--- src/rtl/note_envelope_pwm.sv ---
// rtl/note_envelope_pwm.sv - ADSR-style note envelope shaping a square-wave tone into PWM audio
module note_envelope_pwm #(
  parameter int TICK_DIV      = 50000,
  parameter int ATTACK_STEP   = 8,
  parameter int DECAY_STEP    = 2,
  parameter int SUSTAIN_LEVEL = 160,
  parameter int RELEASE_STEP  = 1
) (
  input  logic       clk,
  input  logic       reset,
  input  logic       gate_in,
  input  logic       audio_in,
  output logic       pwm_out,
  output logic [7:0] env_level,
  output logic       busy
);

  localparam int            TW        = $clog2(TICK_DIV);
  localparam logic [TW-1:0] TICK_LAST = TW'(TICK_DIV - 1);
  localparam logic [8:0]    ATTACK9   = 9'(ATTACK_STEP);
  localparam logic [8:0]    DECAY9    = 9'(DECAY_STEP);
  localparam logic [8:0]    RELEASE9  = 9'(RELEASE_STEP);
  localparam logic [8:0]    SUSTAIN9  = 9'(SUSTAIN_LEVEL);
  localparam logic [7:0]    SUSTAIN8  = 8'(SUSTAIN_LEVEL);
  localparam logic [7:0]    DECAY8    = 8'(DECAY_STEP);
  localparam logic [7:0]    RELEASE8  = 8'(RELEASE_STEP);

  typedef enum logic [2:0] {
    ST_IDLE,
    ST_ATTACK,
    ST_DECAY,
    ST_SUSTAIN,
    ST_RELEASE
  } state_t;

  state_t        state_q;
  logic [7:0]    level_q;
  logic          busy_q;
  logic          gate_s1_q, gate_s2_q, gate_prev_q;
  logic [TW-1:0] tick_cnt_q, tick_cnt_d;
  logic [7:0]    pwm_cnt_q;
  logic          pwm_q;

  logic          rise;
  logic          gate_low;
  logic          tick;
  logic [8:0]    attack_sum;
  logic          attack_clip;
  logic          decay_floor;
  logic          release_floor;

  assign rise     = gate_s2_q & ~gate_prev_q;
  assign gate_low = ~gate_s2_q;
  assign tick     = (tick_cnt_q == TICK_LAST);

  // Saturation decisions are made in 9 bits so the step arithmetic can never wrap.
  assign attack_sum    = {1'b0, level_q} + ATTACK9;
  assign attack_clip   = (attack_sum >= 9'd255);
  assign decay_floor   = ({1'b0, level_q} <= (SUSTAIN9 + DECAY9));
  assign release_floor = ({1'b0, level_q} <= RELEASE9);

  assign tick_cnt_d = tick ? '0 : tick_cnt_q + TW'(1);

  // Gate synchronizer plus previous-value flop for rising-edge detection.
  always_ff @(posedge clk or posedge reset) begin
    if (reset) begin
      gate_s1_q   <= 1'b0;
      gate_s2_q   <= 1'b0;
      gate_prev_q <= 1'b0;
    end else begin
      gate_s1_q   <= gate_in;
      gate_s2_q   <= gate_s1_q;
      gate_prev_q <= gate_s2_q;
    end
  end

  // Free-running envelope tick divider.
  always_ff @(posedge clk or posedge reset) begin
    if (reset) begin
      tick_cnt_q <= '0;
    end else begin
      tick_cnt_q <= tick_cnt_d;
    end
  end

  // Envelope FSM: retrigger beats gate release, which beats the tick-driven level step.
  always_ff @(posedge clk or posedge reset) begin
    if (reset) begin
      state_q <= ST_IDLE;
      level_q <= 8'd0;
      busy_q  <= 1'b0;
    end else if (rise) begin
      state_q <= ST_ATTACK;
      busy_q  <= 1'b1;
    end else if (gate_low && (state_q == ST_ATTACK || state_q == ST_DECAY ||
                              state_q == ST_SUSTAIN)) begin
      state_q <= ST_RELEASE;
      busy_q  <= 1'b1;
    end else begin
      unique case (state_q)
        ST_IDLE: begin
          level_q <= 8'd0;
          busy_q  <= 1'b0;
        end
        ST_ATTACK: begin
          if (tick) begin
            if (attack_clip) begin
              level_q <= 8'd255;
              state_q <= ST_DECAY;
            end else begin
              level_q <= attack_sum[7:0];
            end
          end
        end
        ST_DECAY: begin
          if (tick) begin
            if (decay_floor) begin
              level_q <= SUSTAIN8;
              state_q <= ST_SUSTAIN;
            end else begin
              level_q <= level_q - DECAY8;
            end
          end
        end
        ST_SUSTAIN: begin
          level_q <= SUSTAIN8;
        end
        ST_RELEASE: begin
          if (tick) begin
            if (release_floor) begin
              level_q <= 8'd0;
              state_q <= ST_IDLE;
              busy_q  <= 1'b0;
            end else begin
              level_q <= level_q - RELEASE8;
            end
          end
        end
        default: begin
          state_q <= ST_IDLE;
          level_q <= 8'd0;
          busy_q  <= 1'b0;
        end
      endcase
    end
  end

  // PWM carrier counter and amplitude-gated tone output.
  always_ff @(posedge clk or posedge reset) begin
    if (reset) begin
      pwm_cnt_q <= 8'd0;
      pwm_q     <= 1'b0;
    end else begin
      pwm_cnt_q <= pwm_cnt_q + 8'd1;
      pwm_q     <= audio_in & (pwm_cnt_q < level_q);
    end
  end

  assign pwm_out   = pwm_q;
  assign env_level = level_q;
  assign busy      = busy_q;

endmodule

--- config.mk ---
export PLATFORM = sky130hd
export DESIGN_NAME = note_envelope_pwm
export DESIGN_NICKNAME = d
export VERILOG_FILES = /design/src/rtl/note_envelope_pwm.sv
export SDC_FILE = /design/constraint.sdc
export NUM_CORES = 1
export LEC_CHECK = 0
export ABC_AREA = 1
export CAP_MARGIN = 20
export CORE_MARGIN = 1
export CORE_UTILIZATION = 50
export DETAILED_ROUTE_END_ITERATION = 8
export HOLD_SLACK_MARGIN = 0.05
export PLACE_DENSITY = 0.74
export SLEW_MARGIN = 20
export SYNTH_ARGS = -nofsm -noshare
export SYNTH_HDL_FRONTEND = slang
export SYNTH_SLANG_ARGS = --single-unit
--- constraint.sdc ---
create_clock -name clk -period 2.8 [get_ports clk]
set_clock_uncertainty 0.2 [all_clocks]
set_input_delay 0.7 -clock clk [delete_from_list [all_inputs] [get_ports clk]]
set_output_delay 0.7 -clock clk [all_outputs]
set_load 0.02 [all_outputs]
==> flow_metrics.py <==
metrics = {
    "cells_and_area": {
        "num-fill-cells": 469,
        "share_of_cells_above_drive_strength_1": 0.127,
        "n_antenna_cell": 0,
        "flow.area_growth_from_synthesis_pct": 12.2,
        "final_core_utilization": 0.597,
        "layout.cells.most_common_list": "82 x sky130_fd_sc_hd__nand2_1, 48 x sky130_fd_sc_hd__inv_1, 40 x sky130_fd_sc_hd__dfrtp_1, 36 x sky130_fd_sc_hd__nor2_1, 24 x sky130_fd_sc_hd__nand3_1",
        "post_layout_nets": 408,
        "final_common_cell": "sky130_fd_sc_hd__nand2_1",
    },
    "logic_synthesis": {
        "synth_top_area_cell": "sky130_fd_sc_hd__dfrtp_1",
        "synth-compound-area-share": 0.103,
        "yosys_warnings": 0,
        "synth.mux.area_fraction": 0,
        "yosys.area_share.adder": 0.0898,
        "post-synth-top-area-fraction": 0.359,
        "synth_xor_area_frac": 0.0597,
        "mappedNetlistArea_um2": 2790,
        "yosys.area_share.simple": 0.302,
        "synth_net_count": 388,
        "seq_area_frac_synth": 0.359,
        "post_synth.cell_area_avg_um2": 7.66,
        "synthDistinctLibCells": 31,
        "synth.area.top_cells": "sky130_fd_sc_hd__dfrtp_1 36%, sky130_fd_sc_hd__nand2_1 11%, sky130_fd_sc_hd__ha_1 9.0%, sky130_fd_sc_hd__inv_1 6.5%, sky130_fd_sc_hd__xor2_1 5.0%",
        "ys_ff_latch": 40,
        "syn-instance-count": 364,
        "dominant_combinational_cell_family_by_area_after_synthesis": "simple AND/OR/NAND/NOR gates",
    },
    "timing": {
        "grt_setup_unrepaired": "no",
        "final.setup.worst_slack_ns": 0.311,
        "drv_slew": 0,
        "finalSetupTns_ns": 0,
        "timing.final.crit_share": 0.889,
        "maxSlewHeadroom": 0.661,
        "worst-slew-pin-transition_ns": 0.508,
        "layout_min_cycle_time_ns": 2.49,
        "hold_ws_ns": 0.171,
        "timing.final.hold_violations": 0,
        "max_clock_freq_mhz": 402,
        "setup_viol": 0,
    },
    "detailed_routing": {
        "drt-initial-drc-count": 208,
        "drt_first_pass_iters": 4,
        "viasPerCell": 5.13,
        "post_drt_wl_per_cell_um": 12.6,
        "ant_nets": 0,
        "drcViolationCount": 0,
        "drt_wl_total_mm": 5.74,
        "count_of_vias_placed_by_the_detailed_router": 2334,
    },
    "critical_path": {
        "r2r_cells": 12,
        "cp_top_family": "buffers and inverters",
        "r2r-end": "env_level[1]",
        "critical_path_cell_sequence": "clkdlybuf4s50_1",
        "cp.buffers_inverters": 1,
        "cp.required_ns": 1.90,
        "regToRegSetupSlack_ns": 0.65,
        "worst-endpoint-arrival_ns": 1.59,
        "largest_fanout_on_the_critical_path": 11,
        "worst_setup_path_end_kind": "primary output",
        "critical_path_depth": 1,
        "setup.worst_path.end": "env_level[5]",
        "critical-path-slowest-cell": "sky130_fd_sc_hd__clkdlybuf4s50_1",
        "worstSetupStartpointType": "flop",
        "worst_setup_path_startpoint": "env_level[5]",
        "rr_startpoint": "env_level[4]",
        "timing.critical_path.slowest_cell_delay_ns": 0.68,
        "setup.worst_path.class": "flop to primary output",
    },
    "floorplan": {
        "floorplan.initialDensity": 0.532,
        "die_boundary_width_um": 76.7,
        "floorplan.core_area_um2": 5240,
        "die_height_um": 76.7,
        "floorplan.rows": 26,
        "pin_count": 14,
        "fp.dieArea_um2": 5880,
    },
    "cts": {
        "cts.sink_count": 40,
        "ctsRootBufferMaster": "sky130_fd_sc_hd__clkbuf_8",
        "clk_transition_reported_paths_ns": 0.09,
        "post_cts_buffers": 0,
        "cts_inserted_buffers": 5,
        "htreeDepth": 2,
        "holdBufCountCts": 0,
        "cts.repair.resized": 0,
        "clockBufferDepth": 2,
        "clk-insertion-delay-late_ns": 0.30,
        "cts_tree": "built",
    },
    "global_route": {
        "grt_antenna_before_repair": 0,
        "grt_pass1_wl_mm": 10.2,
        "globalRouteTotalUtil": 0.218,
        "first_global_vias": 2215,
        "grt-ovfl-total": 0,
        "grt_start_max_net_pins": 41,
    },
    "placement": {
        "final_weighted_congestion_of_routability_driven_global_placement": 0.891,
        "worst_setup_slack_before_clock_tree_synthesis_ns": 0.657,
        "place.port_buffers": 13,
        "dp_hpwl_mm": 4.35,
    },
    "hold_path": {
        "hold_path_class": "flop to flop",
    },
    "pwr": {
        "vdd.ir_drop.worst_uv": 428,
        "power_density_nw_per_um2": 848,
        "leakagePower_nw": 1.61,
    },
    "outcome": {
        "result_of_the_run": "finished clean",
    },
    "flow_run": {
        "timing.max_cap.violations": 0,
    },
}
state kept, by name (all words and copies together) (netlist names):
| signal | count |
|---|---|
| busy | 1 |
| env_level | 8 |
| gate_prev_q | 1 |
| gate_s1_q | 1 |
| gate_s2_q | 1 |
| pwm_cnt_q | 8 |
| pwm_out | 1 |
| state_q | 3 |
| tick_cnt_q | 16 |
cell type report:
type	count	area, µm²	share of cell area
inverters	60	235	0.0752
multi-input cells	263	1540	0.494
clock buffers	6	82.6	0.0264
well taps	70	87.6	0.0280
repair buffers	14	138	0.0440
clock inverters	2	38.8	0.0124
flip-flops and latches	40	1000	0.320
through the flow:
| step | total power, mW | instances | area, µm² |
|---|---|---|---|
| after global routing | 2.88 | 455 | 3130 |
| after CTS | 2.66 | 455 | 3130 |
| final | 2.65 | 455 | 3130 |
| after global placement | 2.13 | 447 | 3010 |
| after detailed placement | 2.15 | 447 | 3010 |
| after floorplan | 1.80 | 364 | 2790 |
synthesized netlist by cell type, drive strengths merged:
cell / instances
nand2: 89
inv: 58
nor2: 46
dfrtp: 40
nand3: 29
o21ai: 26
ha: 20
xor2: 16
a21oi: 14
nand4: 7
nor3: 4
o211ai: 3
xnor2: 3
a21boi: 2
clkinv: 2
a211oi: 1
a41oi: 1
buf: 1
nor3b: 1
or2: 1
cell families after synthesis:
logic type | after synthesis
simple gates | 177
fa+ha+maj | 20
compound gates | 47
buf+inv | 61
flops | 40
xor+xnor | 19
report_power, final:
group	switching [mW]	leakage (nW)	internal, mW	total [mW]
Sequential	0.137	0.511	0.654	0.791
Combinational	0.853	1.04	0.501	1.35
Clock	0.216	0.0614	0.292	0.508
Total	1.21	1.61	1.45	2.65
worst min-delay path by stage:
stage / from / endpoint / slack, ns / cells past startpoint
finish: gate_s1_q / gate_s2_q / 0.17 / 0
global route: gate_s1_q / gate_s2_q / 0.20 / 0
CTS: gate_s1_q / gate_s2_q / 0.17 / 0
detailed placement: gate_s1_q / gate_s2_q / 0.15 / 0
global placement: gate_s1_q / gate_s2_q / 0.14 / 0
floorplan: gate_s1_q / gate_s2_q / 0.13 / 0
metal layers:
metal | part of all wire | track usage | vias to the layer above
met5 | 0 | 0 | -
met4 | 0.0087 | 0.0558 | 0
met3 | 0.038 | 0.0452 | 6
met2 | 0.47 | 0.344 | 43
met1 | 0.49 | 0.304 | 1092
li1 | - | - | 1193
No activity file was read; power rests on OpenSTA's default activity.
